[src/rtl/mem_port_arbiter.sv]
// Shares one single-port syncram between a read-only fetch port and a
// load/store data port; data wins ties, bounded by a fetch-starvation streak.
module mem_port_arbiter #(
   parameter int ADDR_WIDTH   = 32,
   parameter int DATA_WIDTH   = 32,
   parameter int MAX_D_STREAK = 4,
   parameter int CNT_WIDTH    = 32
) (
   input  logic                  clk,
   input  logic                  reset,
   input  logic                  i_req,
   input  logic [ADDR_WIDTH-1:0] i_addr,
   output logic                  i_gnt,
   output logic                  i_rvalid,
   output logic [DATA_WIDTH-1:0] i_rdata,
   input  logic                  d_req,
   input  logic                  d_wr,
   input  logic [ADDR_WIDTH-1:0] d_addr,
   input  logic [DATA_WIDTH-1:0] d_wdata,
   output logic                  d_gnt,
   output logic                  d_rvalid,
   output logic [DATA_WIDTH-1:0] d_rdata,
   output logic                  mem_cs,
   output logic                  mem_oe,
   output logic                  mem_we,
   output logic [ADDR_WIDTH-1:0] mem_addr,
   output logic [DATA_WIDTH-1:0] mem_din,
   input  logic [DATA_WIDTH-1:0] mem_dout,
   output logic [CNT_WIDTH-1:0]  stall_cnt
);

   localparam int            SW         = $clog2(MAX_D_STREAK + 1);
   localparam logic [SW-1:0] STREAK_MAX = SW'(MAX_D_STREAK);

   typedef enum logic [1:0] {OWN_NONE, OWN_I, OWN_D} owner_e;

   logic [SW-1:0]        streak_q, streak_d;
   owner_e               rd_owner_q, rd_owner_d;
   logic [CNT_WIDTH-1:0] stall_q, stall_d;

   // Data wins unless it has already taken MAX_D_STREAK grants against a waiting fetch.
   always_comb begin
      i_gnt = 1'b0;
      d_gnt = 1'b0;
      if (!reset) begin
         if (d_req && !(i_req && streak_q == STREAK_MAX)) d_gnt = 1'b1;
         else if (i_req)                                  i_gnt = 1'b1;
      end
   end

   always_comb begin
      mem_cs   = i_gnt | d_gnt;
      mem_we   = d_gnt & d_wr;
      mem_oe   = mem_cs & ~mem_we;
      mem_addr = '0;
      mem_din  = '0;
      if (d_gnt) begin
         mem_addr = d_addr;
         mem_din  = d_wdata;
      end else if (i_gnt) begin
         mem_addr = i_addr;
      end
   end

   always_comb begin
      streak_d   = streak_q;
      rd_owner_d = OWN_NONE;
      stall_d    = stall_q;
      if (!i_req || i_gnt)                        streak_d = '0;
      else if (d_gnt && streak_q != STREAK_MAX)   streak_d = streak_q + SW'(1);
      if (i_gnt)               rd_owner_d = OWN_I;
      else if (d_gnt && !d_wr) rd_owner_d = OWN_D;
      if (i_req && !i_gnt)     stall_d = stall_q + CNT_WIDTH'(1);
   end

   always_ff @(posedge clk) begin
      if (reset) begin
         streak_q   <= '0;
         rd_owner_q <= OWN_NONE;
         stall_q    <= '0;
      end else begin
         streak_q   <= streak_d;
         rd_owner_q <= rd_owner_d;
         stall_q    <= stall_d;
      end
   end

   // Gated by reset so a read issued just before reset never reports valid.
   assign i_rvalid  = (rd_owner_q == OWN_I) && !reset;
   assign d_rvalid  = (rd_owner_q == OWN_D) && !reset;
   assign i_rdata   = mem_dout;
   assign d_rdata   = mem_dout;
   assign stall_cnt = stall_q;

endmodule

[config.mk]
export PLATFORM = sky130hd
export DESIGN_NAME = mem_port_arbiter
export DESIGN_NICKNAME = d
export VERILOG_FILES = /design/src/rtl/mem_port_arbiter.sv
export SDC_FILE = /design/constraint.sdc
export NUM_CORES = 1
export LEC_CHECK = 0
export BUFFER_PORTS_ARGS = -buffer_cell sky130_fd_sc_hd__buf_2
export CORE_AREA = 2 2 118 120
export DETAILED_ROUTE_END_ITERATION = 12
export DIE_AREA = 0 0 120 122
export HOLD_SLACK_MARGIN = 0.03
export SETUP_SLACK_MARGIN = 0.3
export SLEW_MARGIN = 5
export SYNTH_ARGS = -nofsm -noshare
export SYNTH_HDL_FRONTEND = slang
export SYNTH_SLANG_ARGS = --single-unit
[constraint.sdc]
create_clock -name clk -period 4.2 [get_ports clk]
set_clock_uncertainty 0.2 [all_clocks]
set_input_delay 0.84 -clock clk [delete_from_list [all_inputs] [get_ports clk]]
set_output_delay 0.84 -clock clk [all_outputs]
set_load 0.02 [all_outputs]
==> impl_metrics.csv, run 1 <==
group,metric,value,unit
synth,ys_seq_area_share,24.2,%
timing,max_freq,306,MHz
worst_setup_path,critical_path_buf_inv_count,3,
synth,synth_fp_nets,499,
synth,ys_async_sr_fraction,0,%
min_path,hp-start,"streak_q[0]",
clock_network,cts_buffers,5,
placed_design,hpwl,8.49,mm
detailed_routing,drt-initial-drc-count,172,
timing,hold_viol,0,
clock_network,clkLatencyLatePin,280,ps
global_route,grt_pass1_wl,15.4,mm
die,die_x,120,um
clock_network,cts_resized,0,
clock_network,cts.htree.levels,2,
synth,synth_cells,363,
timing,max_slew.worst_pin.slew,568,ps
worst_setup_path,reg2reg_slack,1690,ps
detailed_routing,viasPerCell,4.52,
finish,design_area,3930,um2
worst_setup_path,cp-end-kind,"output pin",
worst_setup_path,slowest_delay,480,ps
synth,synth_edf_count,0,
synth,ys_warn_count,0,
worst_setup_path,worstSetupPathType,"reg -> out",
detailed_routing,dr.pass1.iters,4,
timing,final-max-slew-violation-count,0,
synth,synth_area_leaders,"dfxtp_1, buf_4, a22o_1, and2_1, mux2_1",
die,num_io_pins,300,
placed_design,gp_congestion,0.759,
die,row_count,43,
synth,ys_dominant_reg_cell,"dfxtp_1",
synth,ys_ff_latch,37,
timing,relSlewSlack,61.9,%
die,die_h,122,um
clock_network,cts_hold_buffers,0,
finish,drive_above_1_share,47.0,%
synth,ys_top_cells_by_count,"buf_4, and2_1, dfxtp_1",
timing,fin_hold_ws,272,ps
pwr,peakVddDrop,0.176,mV
finish,syn_to_final_growth,28.3,%
synth,syn_area,3070,um2
detailed_routing,vias,3014,
worst_setup_path,critPathLaunchType,"flop",
worst_setup_path,crit_family,"compound AO/OA/AOI/OAI gates",
global_route,grt_pass1_vias,2668,
placed_design,placed_area,3740,um2
worst_setup_path,arrival,2220,ps
clock_network,post_cts_buffers,0,
synth,synth_top_area_cell,"dfxtp_1",
detailed_routing,antenna_left,0,
synth,yosysMostFrequentCell,"buf_4",
pwr,power,1.05,mW
timing,rsz0062_at_grt,"no",
min_path,hp-class,"reg -> reg",
clock_network,cts_tree,"yes",
clock_network,cts_root_buf,"clkbuf_16",
detailed_routing,routed_wl,10.6,mm
worst_setup_path,worstPathMaxFanout,34,
worst_setup_path,r2r_start,"streak_q[0]",
global_route,grt.total_usage,13.4,%
detailed_routing,route.detailed.drc,0,
die,dieArea,14600,um2
finish,final_nets,622,
flow_run,maxCapViolCount,0,
clock_network,clock_path_buffers,2,
clock_network,path_clk_slew,60,ps
die,coreArea,13500,um2
timing,final-setup-viol-count,0,
synth,ys_types,46,
worst_setup_path,startpoint,"streak_q[0]",
synth,avgSynthCellArea,8.45,um2
status,status,"completed",
detailed_routing,routedWlPerCell,15.9,um
global_route,antenna_found_initial,0,
finish,utilization,29.1,%
global_route,grt_overflow,0,
placed_design,numPortBuffers,203,
pwr,p_leak,1.94,nW
synth,synth_top_area_share,24.2,%
timing,period_needed,3260,ps
worst_setup_path,slowest_stage,"a21boi_4",
global_route,grt_max_degree,68,
die,start_util,22.7,%
worst_setup_path,path_cells,"inv_1 -> ha_1 -> a21boi_4 -> nor3b_4 -> buf_4 -> a22o_1 -> buf_2",
pwr,power.density,266,nW/um2
finish,antenna_cells,0,
timing,finalSetupTns,0,ps
worst_setup_path,worstPathRequired,3160,ps
timing,finalCritPeriodShare,77.7,%
clock_network,cts.sinks,37,
-- registers in the layout, summed over array words and instances (netlist names) --
| name | flops |
|---|---|
| rd_owner_q | 2 |
| stall_cnt | 32 |
| streak_q | 3 |
-- logic make-up after synthesis --
logic type / synth area share, %
buffers and inverters: 21.2
adders and majority gates: 1.22
xor gates and xnor gates: 1.71
and+or+nand+nor: 28.2
AOI/OAI and AO/OA: 18.8
DFF: 24.2
muxes: 4.73
-- area by class of cell --
| class | instances | area, um2 |
|---|---|---|
| Clock buffer | 5 | 125 |
| Clock inverter | 3 | 65.1 |
| Fill cell | 1486 | 9570 |
| Inverter | 5 | 18.8 |
| Multi-Input combinational cell | 230 | 1700 |
| Sequential cell | 37 | 741 |
| Tap cell | 180 | 225 |
| Timing Repair Buffer | 207 | 1060 |
-- power breakdown --
part | switching, mW | leakage, nW | internal (mW)
sequential | 0.00313 | 0.299 | 0.354
combinational | 0.118 | 1.54 | 0.0866
clock | 0.148 | 0.0938 | 0.339
total | 0.269 | 1.94 | 0.779
-- cells in the final DEF, fill, tap and decap left out, types with 3 or more instances in the layout --
| cell | n |
|---|---|
| a21oi_1 | 12 |
| a22o_1 | 32 |
| and2_1 | 38 |
| and3_1 | 4 |
| and4_1 | 4 |
| buf_2 | 203 |
| buf_4 | 3 |
| clkbuf_16 | 5 |
| dfxtp_1 | 37 |
| ha_1 | 3 |
| inv_1 | 5 |
| mux2_1 | 12 |
| nand2_1 | 10 |
| nand3_1 | 8 |
| nand4_1 | 5 |
| nor2_1 | 21 |
| nor2b_1 | 13 |
| nor3b_1 | 4 |
| nor4_1 | 8 |
| nor4_2 | 4 |
| o2111ai_1 | 3 |
| o31ai_1 | 9 |
| or4_1 | 9 |
| xor2_1 | 6 |
-- layer usage --
metal | global-route usage (%) | share of wire [%] | up-vias
met3 | 3.93 | 8.3 | 20
met5 | 0 | 0 | -
met2 | 19.1 | 44 | 136
met4 | 4.34 | 1.6 | 0
li1 | - | - | 1483
met1 | 19.2 | 46 | 1375
-- metrics by stage --
stage,std cells,setup slack (ps)
2_1_floorplan,363,1110
3_3_place_gp,659,994
3_5_place_dp,659,935
4_1_cts,667,900
5_1_grt,667,795
6_report,667,936
-- path summary, 6_finish.rpt --
path,cells past startpoint,to
worst min-delay path,1,streak_q[0]
worst min register to register,1,streak_q[0]
worst max-delay path,7,mem_addr[31]
worst max register to register,6,stall_cnt[29]
Note: power is estimated with default switching activity, not from simulation.
==> run 2, diff against run 1 <==
Settings changed: ABC_AREA from default to 1, CORE_AREA 2 2 118 120 to 2 2 116 118, DIE_AREA 0 0 120 122 to 0 0 118 120.
Clock period 4.2 ns to 2.6 ns, I/O delays scaled along.
==> run 2 against run 1 <==
  * Combinational power rose to 2.8 times the previous value
  * Critical path type unchanged
  * Largest cell class unchanged
  * Total power rose by 77%
  * Largest power group unchanged
  * Clock power rose by 47%
  * Worst hold slack improved by 7.2 ps
  * Critical endpoint is now mem_addr[25]
  * Sequential share of layout area fell by 4.7 points
==> impl_metrics.csv, run 2 <==
group,metric,value,unit
status,status,"completed",
die,die_h,120,um
finish,design_area,5240,um2
timing,final-setup-viol-count,0,
die,start_util,24.6,%
finish,final_cells,870,
synth,ys_ff_latch,37,
pwr,p_leak,2.57,nW
die,die_x,118,um
timing,rsz0062_at_grt,"yes",
detailed_routing,viasPerCell,4.46,
synth,ys_async_sr_fraction,0,%
worst_setup_path,path_cells,"inv_2 -> ha_4 -> nand3_4 -> nand2_4 -> nor2_4 -> buf_12 -> buf_8 -> a22o_4 -> buf_6",
detailed_routing,drt-initial-drc-count,206,
timing,max_slew.worst_pin.slew,323,ps
die,dieArea,14200,um2
timing,max_freq,418,MHz
worst_setup_path,r2r_start,"streak_q[1]",
clock_network,cts_buffers,5,
timing,finalCritPeriodShare,92.0,%
worst_setup_path,worstPathMaxFanout,5,
placed_design,placed_area,3980,um2
timing,period_needed,2390,ps
global_route,grt.total_usage,20.6,%
min_path,hold_path_depth,2,
detailed_routing,antenna_left,0,
pwr,peakVddDrop,0.287,mV
global_route,grt_pass1_wl,22.1,mm
synth,synth_cells,521,
detailed_routing,top_layer,"met5",
synth,syn_area,3200,um2
placed_design,gp_congestion,0.853,
detailed_routing,vias,3879,
clock_network,cts_tree,"yes",
worst_setup_path,arrival,1670,ps
timing,finalSetupTns,0,ps
flow_run,maxCapViolCount,0,
min_path,hp-class,"in -> reg",
finish,drive_above_1_share,44.8,%
worst_setup_path,critPathLaunchType,"flop",
finish,utilization,40.4,%
detailed_routing,route.detailed.drc,0,
global_route,antenna_found_initial,9,
synth,ys_top_cells_by_count,"nand2_1, nor2_1, inv_1",
die,row_count,42,
finish,final_common_cell,"buf_2",
synth,synth_top_area_cell,"dfxtp_1",
global_route,grt_pass1_vias,3720,
worst_setup_path,cp-end-kind,"output pin",
clock_network,clock_path_buffers,2,
synth,ys_seq_area_share,23.2,%
synth,synth_area_leaders,"dfxtp_1, buf_4, nand2_1, nor2_1, inv_1",
synth,avgSynthCellArea,6.14,um2
detailed_routing,wl_met1,6.29,mm
global_route,grt_overflow,0,
worst_setup_path,worstSetupPathType,"reg -> out",
timing,fin_hold_ws,279,ps
clock_network,cts_root_buf,"clkbuf_16",
synth,ys_warn_count,0,
timing,final-max-slew-violation-count,0,
synth,synth_top_area_share,23.2,%
detailed_routing,routedWlPerCell,17.8,um
die,coreArea,13000,um2
timing,hold_viol,0,
synth,yosysMostFrequentCell,"nand2_1",
clock_network,cts.htree.levels,2,
finish,layout_common_cells,"buf_2, nand2_1, inv_1",
worst_setup_path,worstPathRequired,1880,ps
finish,final_nets,822,
placed_design,numPortBuffers,203,
finish,largest_register_ffs,32,
detailed_routing,dr.pass1.iters,4,
clock_network,cts.sinks,37,
worst_setup_path,slowest_stage,"dfxtp_2",
synth,ys_dominant_reg_cell,"dfxtp_1",
detailed_routing,routed_wl,15.5,mm
worst_setup_path,reg2reg_slack,220,ps
synth,ys_types,25,
pwr,power.density,355,nW/um2
finish,syn_to_final_growth,63.9,%
global_route,grt_max_degree,28,
die,num_io_pins,300,
worst_setup_path,r2r_end,"stall_cnt[5]",
detailed_routing,wl_met2,7.23,mm
worst_setup_path,slowest_delay,330,ps
worst_setup_path,r2r_cells,16,
clock_network,path_clk_slew,60,ps
min_path,min_to,"rd_owner_q[1]",
synth,synth_edf_count,0,
placed_design,dp_cells,832,
detailed_routing,wl_met3,1.73,mm
timing,relSlewSlack,78.4,%
min_path,hp-start,"d_wr",
placed_design,hpwl,12.1,mm
synth,synth_fp_nets,657,
clock_network,clkLatencyLatePin,280,ps
[run 2: cell types whose count changed in the layout (fill, tap and decap cells not counted), sizes merged, moves of 9 or more]
cell	change
nor2b	-13
or4	-9
nand3	+25
nor2	+89
o31ai	-9
mux2	-12
nor4	-12
nand2	+99
buf	+26
and2	-38
inv	+76
[run 2: stage by stage]
stage                     power, mW  worst slack, ps
final                          1.86              207
after global routing           1.93              142
after CTS                      1.83              178
after detailed placement      0.968              221
after global placement        0.970              250
after floorplan               0.924              387
[run 2: kinds of logic after synthesis]
| kind of cell | after synthesis | share of synthesized area [%] |
|---|---|---|
| and+or+nand+nor | 265 | 35.0 |
| buffers and inverters | 158 | 27.0 |
| AOI/OAI and AO/OA | 54 | 12.6 |
| DFF | 37 | 23.2 |
| xor gates and xnor gates | 4 | 1.10 |
| adders and majority gates | 3 | 1.17 |
[run 2: layout make-up]
class	count	area [um2]
Timing Repair inverter	1	11.3
Inverter	80	315
Tap cell	176	220
Fill cell	1402	7740
Antenna cell	7	17.5
Clock inverter	2	37.5
Clock buffer	6	139
Timing Repair Buffer	235	1860
Sequential cell	37	743
Multi-Input combinational cell	326	1900
[run 2: critical path: cells and delay by family, from the launching register on]
kind                       cells  cell delay [ps]
AOI/OAI and AO/OA              1              260
buffers and inverters          4              460
adders and majority gates      1              140
and+or+nand+nor                3              190
DFF                            1              330
[run 2: worst max path at each step]
stage	startpoint	to	slack, ps	depth (start not counted)
2_1_floorplan	streak_q[0]	mem_addr[10]	390	7
3_3_place_gp	i_req	mem_din[30]	250	8
3_5_place_dp	i_req	mem_addr[11]	220	7
4_1_cts	streak_q[1]	mem_addr[23]	180	9
5_1_grt	streak_q[0]	mem_din[31]	140	10
6_report	streak_q[1]	mem_addr[25]	210	9
[run 2: routing by layer]
metal  track usage [%]  vias to the layer above
met5                 0                        -
met2              33.2                      190
met4              3.01                        6
met3              10.4                       20
met1              25.2                     1759
li1                  -                     1904
[run 2: what timing repair did]
action,CTS,global route
resized for setup,185,48
endpoints found under the setup margin,68,89
gates cloned,4,2
buffers inserted,14,3
hold buffers,0,0
pin swaps,12,9
[run 2: power breakdown]
| part | leakage [nW] | total [mW] | internal (mW) | switching [mW] |
|---|---|---|---|---|
| sequential | 0.300 | 0.579 | 0.574 | 0.00507 |
| combinational | 2.18 | 0.568 | 0.273 | 0.294 |
| clock | 0.0831 | 0.714 | 0.478 | 0.235 |
==> run 3, diff against run 2 <==
Settings changed: REMOVE_ABC_BUFFERS from default to 1.
==> run 3 against run 2 <==
  * Combinational power fell by 9.7%
  * Non-clock buffer count fell by 10
  * Highest routed layer unchanged
  * Design area fell by 4.2%
==> impl_metrics.csv, run 3 (synthesized netlist as in run 2, its figures left out) <==
group,metric,value,unit
placed_design,placed_area,3930,um2
die,num_io_pins,300,
worst_setup_path,cp-end-kind,"output pin",
detailed_routing,routed_wl,15.0,mm
timing,hold_viol,0,
pwr,p_switching,0.515,mW
clock_network,cts_tree,"yes",
detailed_routing,routedWlPerCell,17.6,um
global_route,antenna_found_initial,0,
clock_network,clock_path_buffers,2,
placed_design,gp_congestion,0.820,
timing,period_needed,2490,ps
timing,max_slew.worst_pin.slew,466,ps
worst_setup_path,worstSetupPathType,"reg -> out",
die,coreArea,13000,um2
min_path,hp-class,"in -> reg",
clock_network,cts_buffers,5,
timing,relSlewSlack,68.9,%
detailed_routing,drt-initial-drc-count,154,
finish,layout_common_cells,"buf_2, nand2_1, inv_1",
pwr,swShare,30.5,%
finish,seq_area,743,um2
global_route,grt_overflow,0,
pwr,p_int,1.17,mW
detailed_routing,viasPerCell,4.54,
timing,fin_hold_ws,264,ps
detailed_routing,antenna_left,0,
finish,utilization,38.7,%
finish,largest_register_ffs,32,
worst_setup_path,r2r_start,"streak_q[0]",
pwr,power.density,336,nW/um2
pwr,p_leak,2.49,nW
timing,finalCritPeriodShare,95.6,%
finish,fill_cells,1339,
status,status,"completed",
global_route,grt_pass1_wl,20.3,mm
worst_setup_path,startpoint,"streak_q[0]",
die,start_util,24.6,%
clock_network,cts_root_buf,"clkbuf_16",
clock_network,cts.sinks,37,
min_path,hp-start,"d_wr",
global_route,grt_pass1_vias,3439,
detailed_routing,route.detailed.drc,0,
finish,multi_input_area,1820,um2
die,row_count,42,
pwr,peakVddDrop,0.198,mV
global_route,grt_max_degree,38,
die,die_x,118,um
clock_network,path_clk_slew,60,ps
pwr,combPwrFrac,30.4,%
finish,drive_above_1_share,42.9,%
global_route,grt.total_usage,19.2,%
finish,final_nets,813,
placed_design,numPortBuffers,203,
detailed_routing,dr.pass1.iters,4,
worst_setup_path,worstPathRequired,1880,ps
detailed_routing,vias,3874,
worst_setup_path,critPathLaunchType,"flop",
clock_network,cts.htree.levels,2,
die,die_h,120,um
die,dieArea,14200,um2
pwr,clkPwrFrac,35.4,%
timing,rsz0062_at_grt,"yes",
pwr,seq_power_share,34.3,%
finish,design_area,5020,um2
timing,max_freq,402,MHz
timing,final-max-slew-violation-count,0,
finish,antenna_cells,0,
worst_setup_path,arrival,1770,ps
finish,syn_to_final_growth,57.0,%
finish,final_common_cell,"buf_2",
worst_setup_path,worstPathMaxFanout,8,
clock_network,clkLatencyLatePin,290,ps
timing,final-setup-viol-count,0,
placed_design,hpwl,10.9,mm
flow_run,maxCapViolCount,0,
[run 3: changes by cell type in the layout (fill, tap and decap cells not counted), sizes merged]
| cell | delta |
|---|---|
| buf | -12 |
| clkinv | +3 |
| clkbuf | +1 |
| diode | -7 |
| bufinv | -1 |
[run 3: final cells by class]
cell class / count / area share (%)
Clock buffer: 5 / 2.49
Clock inverter: 3 / 0.349
Inverter: 80 / 6.65
Multi-Input combinational cell: 326 / 36.2
Sequential cell: 37 / 14.8
Tap cell: 176 / 4.39
Timing Repair Buffer: 225 / 34.4
Timing Repair inverter: 2 / 0.723
[run 3: path summary, 6_finish.rpt]
kind | to | slack (ps) | cells past startpoint
max | mem_addr[24] | 110 | 9
min | rd_owner_q[1] | 260 | 2
max reg2reg | stall_cnt[3] | 490 | 11
min reg2reg | stall_cnt[0] | 300 | 1
[run 3: power by group through the flow]
stage               Clock, mW  Combinational (mW)  Sequential [mW]
floorplan                   0               0.173            0.594
global placement            0               0.339            0.591
detailed placement          0               0.340            0.591
CTS                     0.615               0.413            0.578
global route            0.646               0.546            0.579
finish                  0.597               0.513            0.579
[run 3: through the flow]
stage,TNS (ps),power [mW],setup slack [ps],instances
after floorplan,-3530,0.767,-301,443
after global placement,0,0.929,183,828
after detailed placement,0,0.931,174,828
after CTS,0,1.61,98.3,845
after global routing,0,1.77,10.9,854
final,0,1.69,115,854
[run 3: layer usage]
layer  track usage [%]  routed length, um  vias up
li1                  -                  -     1879
met1              18.0               5130     1686
met2              32.1               6890      284
met3              15.6               2590       21
met4              3.39                300        4
met5              9.19                147        -
[run 3: worst max-delay path: stages, from the launching register on]
cell and delay [ps]:
dfxtp_2 330, inv_2 50, ha_4 150, nand3_2 70
nand2_2 70, nor2_4 150, buf_12 210, clkbuf_16 180
a22o_1 120, buf_2 160
[run 3: repair_timing]
item,CTS,global route
setup buffers,6,3
gates cloned,3,6
hold buffers,0,0
gates resized for setup,87,111
pin swaps,9,12
setup endpoints to repair,69,69
